**src/rtl/pico_pkg.sv**
```systemverilog
// pico_pkg: shared definitions for the picoMIPS control-and-execute core.
//   - opcode_t   : 3-bit instruction opcodes
//   - alu_func_t : 2-bit ALU function select
//   - field-position constants, given as offsets below the instruction MSB
//     so they hold for any data width.
package pico_pkg;

  localparam int OPC_W = 3;  // opcode field width
  localparam int REG_W = 3;  // register-address field width

  // The opcode field occupies [Isize-1 -: OPC_W].
  // R1 follows it and starts OPC_W bits below the MSB.
  // R2 starts OPC_W+REG_W bits below the MSB.
  localparam int R1_OFS = OPC_W;
  localparam int R2_OFS = OPC_W + REG_W;

  typedef enum logic [2:0] {
    OP_NOP  = 3'b000,
    OP_ADD  = 3'b001,
    OP_ADDI = 3'b010,
    OP_SUB  = 3'b011,
    OP_MULI = 3'b100,
    OP_MUL  = 3'b101,
    OP_LDSW = 3'b110,
    OP_WAIT = 3'b111
  } opcode_t;

  typedef enum logic [1:0] {
    ALU_PASS = 2'b00,
    ALU_ADD  = 2'b01,
    ALU_SUB  = 2'b10,
    ALU_MUL  = 2'b11
  } alu_func_t;

endpackage

```
**src/rtl/pico_alu.sv**
```systemverilog
// pico_alu: purely combinational ALU.
// Ports:
//   func   in  alu_func_t : operation select
//   a      in  n          : first operand
//   b      in  n          : second operand
//   result out n          : result
//
// The operations are as follows:
//   - PASS returns b.
//   - ADD and SUB wrap modulo 2^n.
//   - MUL is a signed Q1.(n-1) fractional multiply, truncated toward -inf.
module pico_alu
  import pico_pkg::*;
#(
  parameter int n = 8
) (
  input  alu_func_t      func,
  input  logic [n-1:0]   a,
  input  logic [n-1:0]   b,
  output logic [n-1:0]   result
);

  logic signed [2*n-1:0] product;
  logic                  product_unused;

  assign product = $signed(a) * $signed(b);

  // The product has two sign bits and n-1 surplus fraction bits.
  // Only [2n-2:n-1] is kept.
  assign product_unused = ^{product[2*n-1], product[n-2:0]};

  always_comb begin
    result = b;
    unique case (func)
      ALU_PASS: result = b;
      ALU_ADD:  result = a + b;
      ALU_SUB:  result = a - b;
      ALU_MUL:  result = product[2*n-2:n-1];
      default:  result = b;
    endcase
  end

endmodule

```
**src/rtl/pico_alu_decode_pc.sv**
```systemverilog
// pico_alu_decode_pc: the picoMIPS control-and-execute core.
// It contains the program counter, opcode decoder, operand mux and ALU.
// The program ROM and the register file are external.
// Ports:
//   clk       in  1     : clock, rising edge
//   reset     in  1     : synchronous active-high reset
//   go        in  1     : sw8 level, already synchronous to clk
//   sws       in  n     : switch data (loaded by LDSW)
//   instr     in  Isize : fetched instruction
//   rdata1    in  n     : register read data, port 1 (R1)
//   rdata2    in  n     : register read data, port 2 (R2)
//   prog_addr out Psize : program address (PC)
//   raddr1    out 3     : R1 field
//   raddr2    out 3     : R2 field, also the write-back address
//   wdata     out n     : ALU result
//   write     out 1     : register-file write enable
module pico_alu_decode_pc
  import pico_pkg::*;
#(
  parameter int n     = 8,
  parameter int Psize = 4,
  parameter int Isize = n + 9
) (
  input  logic             clk,
  input  logic             reset,
  input  logic             go,
  input  logic [n-1:0]     sws,
  input  logic [Isize-1:0] instr,
  input  logic [n-1:0]     rdata1,
  input  logic [n-1:0]     rdata2,
  output logic [Psize-1:0] prog_addr,
  output logic [2:0]       raddr1,
  output logic [2:0]       raddr2,
  output logic [n-1:0]     wdata,
  output logic             write
);

  opcode_t    opcode;
  alu_func_t  alu_func;
  logic       imm;
  logic       src;
  logic       write_dec;
  logic       pc_incr;
  logic [n-1:0] alu_b;

  logic [Psize-1:0] pc_q, pc_d;
  logic             go_q, go_d;
  logic             go_fall;

  // Field extraction
  assign opcode = opcode_t'(instr[Isize-1 -: OPC_W]);
  assign raddr1 = instr[Isize-1-R1_OFS -: REG_W];
  assign raddr2 = instr[Isize-1-R2_OFS -: REG_W];

  // Decoder
  always_comb begin
    alu_func  = ALU_PASS;
    imm       = 1'b0;
    src       = 1'b0;
    write_dec = 1'b0;
    pc_incr   = 1'b1;
    unique case (opcode)
      OP_NOP:  begin alu_func = ALU_PASS;                         write_dec = 1'b0; end
      OP_ADD:  begin alu_func = ALU_ADD;                          write_dec = 1'b1; end
      OP_ADDI: begin alu_func = ALU_ADD;  imm = 1'b1; src = 1'b1; write_dec = 1'b1; end
      OP_SUB:  begin alu_func = ALU_SUB;                          write_dec = 1'b1; end
      OP_MULI: begin alu_func = ALU_MUL;  imm = 1'b1; src = 1'b1; write_dec = 1'b1; end
      OP_MUL:  begin alu_func = ALU_MUL;                          write_dec = 1'b1; end
      OP_LDSW: begin alu_func = ALU_PASS; imm = 1'b1; src = 1'b0; write_dec = 1'b1; end
      OP_WAIT: begin alu_func = ALU_PASS; pc_incr = 1'b0;         write_dec = 1'b0; end
      default: begin end
    endcase
  end

  // Operand mux
  // Operand b comes from one of three sources:
  //   - rdata1 when imm=0
  //   - the immediate field when imm=1 and src=1
  //   - the switches when imm=1 and src=0
  always_comb begin
    alu_b = rdata1;
    if (imm) begin
      alu_b = src ? instr[n-1:0] : sws;
    end
  end

  pico_alu #(.n(n)) u_alu (
    .func   (alu_func),
    .a      (rdata2),
    .b      (alu_b),
    .result (wdata)
  );

  // The register file must never be written while the core is held in reset.
  assign write = write_dec & ~reset;

  // PC and go edge detect
  // A falling edge of go is only consulted while the current instruction is WAIT.
  // go_q is refreshed every cycle, so an edge seen during any other instruction is lost.
  assign go_fall = go_q & ~go;

  always_comb begin
    pc_d = pc_q;
    go_d = go;
    if (reset) begin
      pc_d = '0;
      go_d = 1'b0;
    end else if (pc_incr || ((opcode == OP_WAIT) && go_fall)) begin
      pc_d = pc_q + Psize'(1);  // natural wrap at 2^Psize
    end
  end

  always_ff @(posedge clk) begin
    pc_q <= pc_d;
    go_q <= go_d;
  end

  assign prog_addr = pc_q;

endmodule

```
**config.mk**
```make
export PLATFORM = sky130hd
export DESIGN_NAME = pico_alu_decode_pc
export DESIGN_NICKNAME = d
export VERILOG_FILES = /design/src/rtl/pico_pkg.sv /design/src/rtl/pico_alu.sv /design/src/rtl/pico_alu_decode_pc.sv
export SDC_FILE = /design/constraint.sdc
export NUM_CORES = 1
export LEC_CHECK = 0
export ABC_AREA = 1
export BUFFER_PORTS_ARGS = -buffer_cell sky130_fd_sc_hd__buf_2
export CAP_MARGIN = 20
export CORE_UTILIZATION = 55
export DETAILED_ROUTE_END_ITERATION = 6
export PLACE_DENSITY = 0.79
export REMOVE_ABC_BUFFERS = 1
export SLEW_MARGIN = 40
export SYNTH_ARGS = -nofsm -noshare
export SYNTH_HDL_FRONTEND = slang
export SYNTH_SLANG_ARGS = --single-unit
```
**constraint.sdc**
```tcl
create_clock -name clk -period 6.1 [get_ports clk]
set_input_delay 0.305 -clock clk [delete_from_list [all_inputs] [get_ports clk]]
set_output_delay 0.305 -clock clk [all_outputs]
set_load 0.03 [all_outputs]
```
# Word level (Yosys, flattened, before mapping)
# Index checks and enable logic that the tools add are counted.
[word_totals] register_bits=5 latchBits=0 ramBits=0 rom_bits=0 output_inout_bits=19 wordCells=39 n_memories=0
[classes] n_addsub=3 mul=1 div=0 order_cmp=0 eq_ne=10 n_shift=0 muxes=8 bitwise_logic=4 n_reduce_logical=11
[ops] cell="$pmux W8 S4" n=1
[ops] cell="$mux W8" n=2
[ops] cell="$mul A8 B8 Y15" n=1
[ops] cell="$eq A3 B3 Y1 const B" n=4
[ops] cell="$add A8 B8 Y8" n=1
[ops] cell="$pmux W2 S4" n=1
[ops] cell="$reduce_or A2 Y1" n=4
[ops] cell="$sub A8 B8 Y8" n=1
[ops] cell="$eq A3 B2 Y1 const B" n=2
[ops] cell="$reduce_or A3 Y1" n=2
[ops] cell="$reduce_or A6 Y1" n=1
[ops] cell="$add A4 B1 Y4 const B" n=1
[ops] cell="$eq A2 B2 Y1 const B" n=2
[ops] cell="$eq A3 B1 Y1 const B" n=1
[ops] cell="$logic_not A3 Y1" n=1
[ops] cell="$mux W1" n=3
[ops] cell="$and A1 B1 Y1" n=2
[ops] cell="$eq A2 B1 Y1 const B" n=1
[ops] cell="$logic_not A2 Y1" n=1
[ops] cell="$not A1 Y1" n=2
[ops] cell="$pmux W1 S2" n=1
[ops] cell="$logic_and A1 B1 Y1" n=1
[ops] cell="$logic_or A1 B1 Y1" n=1

# Logic depth before layout (Yosys ltp)
[logic_depth] depth_word=7 mapped_depth=27

# By module
# Synthesis repeated with hierarchy kept, for this count alone.
[unflattened] cells_unflattened=600 area_unflattened_um2=3774.9
[modules_own_cells] mod="pico_alu" n_inst=1 cells_each=520 area_per_inst_um2=3298.2 seq_area_each_um2=0.0
[modules_own_cells] mod="pico_alu_decode_pc" n_inst=1 cells_each=80 area_per_inst_um2=476.7 seq_area_each_um2=100.1

# Least setup slack after synthesis
# No wires, ideal clock.
[synth_timing] kind="input to output" from="input instr[15]" to="output wdata[7]" arrival_ps=4871 required_ps=5795 path_slack_ps=924 stages=23 n_path_buf=1 cell_sequence="buf_2 o21ai_2 nand2_1 nand2_4 inv_1 nor2_1 inv_1 fa_1 inv_1 fa_1 fa_1 inv_1 fa_1 inv_1 ha_1 nand2_1 inv_1 a21oi_1 o21ai_0 a21oi_1 nand3_1 nand3_1 nand3_1"
[synth_via] elab_chain_len=7 elab_cells_between_ends=26 cone_classes="add/sub (2); mul (1); eq/ne (10); mux (6); reduce/logical (7)"
[synth_lines] element="start, declared" line="pico_alu_decode_pc.sv:28" text="input logic [Isize-1:0] instr,"
[synth_lines] element="$eq A3 B3 Y1 or $eq A3 B2 Y1 (tied branches)" line="pico_alu_decode_pc.sv:62" text="unique case (opcode)"
[synth_lines] element="$reduce_or A2 Y1 (no line)"
[synth_lines] element="$mux W1" line="pico_alu_decode_pc.sv:62"
[synth_lines] element="$mux W8" line="pico_alu_decode_pc.sv:83" text="alu_b = src ? instr[n-1:0] : sws;"
[synth_lines] element="$mux W8" line="pico_alu_decode_pc.sv:82" text="if (imm) begin"
[synth_lines] element="$mul A8 B8 Y15, or another cell as far along" line="pico_alu.sv:26" text="assign product = $signed(a) * $signed(b);"
[synth_lines] element="$pmux W8 S4 (*)" line="pico_alu.sv:34" text="unique case (func)"
[synth_lines] element="end, declared" line="pico_alu_decode_pc.sv:34" text="output logic [n-1:0] wdata,"
# Every way passes the cells marked *; elsewhere a longest branch is shown, timed or not.

# Worst setup path in the final report
[layout_timing] from="input instr[14]" to="output wdata[7]"
# The elaborated chain is that of the path after synthesis.

==> impl_metrics.tcl <==
set metrics [dict create \
    avgSynthCellArea_um2 6.83 \
    diodes 0 \
    use_met2 0.531 \
    clockBufferDepth 2 \
    hpwl_um 7380 \
    cts_setup_buffers 0 \
    ioPinCount 63 \
    critical_path_peak_fanout 8 \
    multi_input_area_um2 2850 \
    worstMarginPinSlew_ps 500 \
    holdWs_ps 313 \
    initial_core_util 0.585 \
    nets 693 \
    n_fill_cell 562 \
    viasPerCell 5.23 \
    area_delta_synth_final_pct 9.36 \
    finalSetupTns_ps 0 \
    drc 0 \
    ir_drop_v 0.000389 \
    grtUsageMet3 0.0220 \
    hold_end "go_q" \
    dieArea_um2 6770 \
    slew_violations 0 \
    max_freq_mhz 175 \
    synth_edf_count 0 \
    synth_common_cells "inv_1 (135), nand2_1 (98), nor2_1 (60), fa_1 (51), ha_1 (34)" \
    yosys_warnings 0 \
    cp_data_required_time_ps 5790 \
    tritoncts "done" \
    synth_top_area_cell "fa_1" \
    rsz0062_at_grt "false" \
    cap_violations 0 \
    hold_path_depth 2 \
    power_frac_seq 0.025 \
    slowest_stage "fa_1" \
    syn_inst 519 \
    use_met1 0.356 \
    cpMostUsedCell "inv_1" \
    r2r-end "prog_addr[3]" \
    die_h_um 82.3 \
    wirelength_um 8490 \
    power.leakage_nw 2.26 \
    post_drt_wl_per_cell_um 13.3 \
    final-setup-viol-count 0 \
    first_iter_violations 208 \
    track_usage 0.288 \
    final_util 0.639 \
    hp-start "reset" \
    gp_congestion 0.964 \
    clk_pin_slew_ps 30 \
    postCtsResizedCells 0 \
    r2r_slack_ps 5080 \
    cp.arrival_ps 5420 \
    regArea_um2 100 \
    first_pass_iters 5 \
    top_usage_layer "met2" \
    crit_type "in -> out" \
    intPower_uw 578 \
    clock-skew-final_ps 3.56 \
    cts_root_buf "clkbuf_8" \
    htreeDepth 1 \
    synth_seq_cells 5 \
    comb_power_share 0.933 \
    postCtsHoldBufs 0 \
    dr_total_vias 3337 \
    cp-end-kind "output pin" \
    grt_max_degree 16 \
    synth.most_common_cell "inv_1" \
    synth_top_area_frac 0.288 \
    p_clk_frac 0.042 \
    ys.flop_type "dfxtp_1" \
    cp-start-kind "input port" \
    drive_gt1_frac 0.144 \
    netlist_top_cells_area "fa_1 (29%), inv_1 (14%), ha_1 (12%)" \
    setup_ws_ps 379 \
    powerDensity_nw_per_um2 383 \
    cts_buffers 3 \
    report.power.total_mw 1.48 \
    power.switching_uw 906 \
    portBuffers 50 \
    antenna_left 0 \
    grt_pass1_vias 3347 \
    yosysSeqAreaShare 0.0282 \
    pre_cts_ws_ps 316 \
    finalCritPeriodShare 0.938 \
    status "finished clean" \
    cts.sinks 5 \
    clock_latency_ps 220 \
    grt_first_pass_wirelength_um 14700 \
    synth_area_um2 3540 \
    worst_slew_margin_rel 0.663 \
    timing.rr.start "go_q" \
    overflow 0 \
    reg2regPathDepth 5 \
    die_w_um 82.3 \
    ys_types 37 \
    core_area_um2 6060 \
    min_period_ps 5720 \
    swShare 0.611 \
    hp-class "in -> reg" \
    antenna_found_initial 0 \
    ys_async_sr_fraction 0 \
    rows 28 \
    final-hold-violation-count 0 \
    max_stage_delay_ps 650 \
]
-- metrics by stage --
| step | area, um^2 | instances |
|---|---|---|
| 3_3_place_gp | 3810 | 634 |
| 3_5_place_dp | 3810 | 634 |
| 4_1_cts | 3850 | 638 |
| 6_report | 3870 | 638 |
| 2_1_floorplan | 3450 | 508 |
| 5_1_grt | 3870 | 638 |
-- registers in the layout (all words and copies together) (netlist names) --
register   count
go_q           1
prog_addr      4
-- per-layer routing --
metal,routed length (um),share of wire
met5,0,0
met4,165,0.019
met3,647,0.076
met2,4160,0.49
met1,3520,0.41
-- how the worst max path moves through the flow --
stage                     slack [ps]       from  depth (start not counted)  endpoint
final                            380  instr[14]                         27  wdata[7]
after global routing              20  instr[14]                         27  wdata[7]
after CTS                        290  instr[15]                         26  wdata[7]
after detailed placement         320  instr[15]                         26  wdata[7]
after global placement           450  instr[15]                         26  wdata[7]
after floorplan                 1050  instr[14]                         24  wdata[7]
-- cell usage in the layout (no fill, tap or decap), drive strengths merged, types with 5 or more instances in the layout --
| master | netlist | layout |
|---|---|---|
| nand2 | 106 | 106 |
| a21oi | 21 | 21 |
| dfxtp | 5 | 5 |
| o211ai | 7 | 7 |
| ha | 34 | 34 |
| inv | 139 | 138 |
| o21ai | 17 | 17 |
| buf | 11 | 51 |
| fa | 51 | 51 |
| nor3 | 7 | 7 |
| xor2 | 8 | 8 |
| nand3 | 28 | 28 |
| nor2 | 62 | 62 |
-- critical path: cells and delay by family --
kind	cells	cell delay [ps]
and+or+nand+nor	7	710
buffers and inverters	10	1090
adders and majority gates	5	2590
AOI/OAI and AO/OA	5	690
-- cell type report --
cell class,count,share of cell area
Clock buffer,4,0.0116
Inverter,139,0.136
Multi-Input combinational cell,364,0.736
Sequential cell,5,0.0258
Tap cell,75,0.0242
Timing Repair Buffer,51,0.0665
-- kinds of logic (layout without fill, tap and decap cells) --
group,count (synthesis),count (layout),synth area share
compound gates,56,56,0.101
xor+xnor,12,12,0.0297
fa+ha+maj,85,85,0.408
buf+inv,150,194,0.172
flops,5,5,0.0282
simple gates,211,211,0.260
-- power by group through the flow --
| stage | sequential, mW | clock [mW] | combinational, mW |
|---|---|---|---|
| 3_5_place_dp | 0.0379 | 0 | 1.37 |
| 3_3_place_gp | 0.0376 | 0 | 1.34 |
| 2_1_floorplan | 0.0415 | 0 | 1.07 |
| 5_1_grt | 0.0377 | 0.0649 | 1.63 |
| 6_report | 0.0376 | 0.0618 | 1.38 |
| 4_1_cts | 0.0375 | 0.0634 | 1.38 |
No activity file was read; power rests on OpenSTA's default activity.
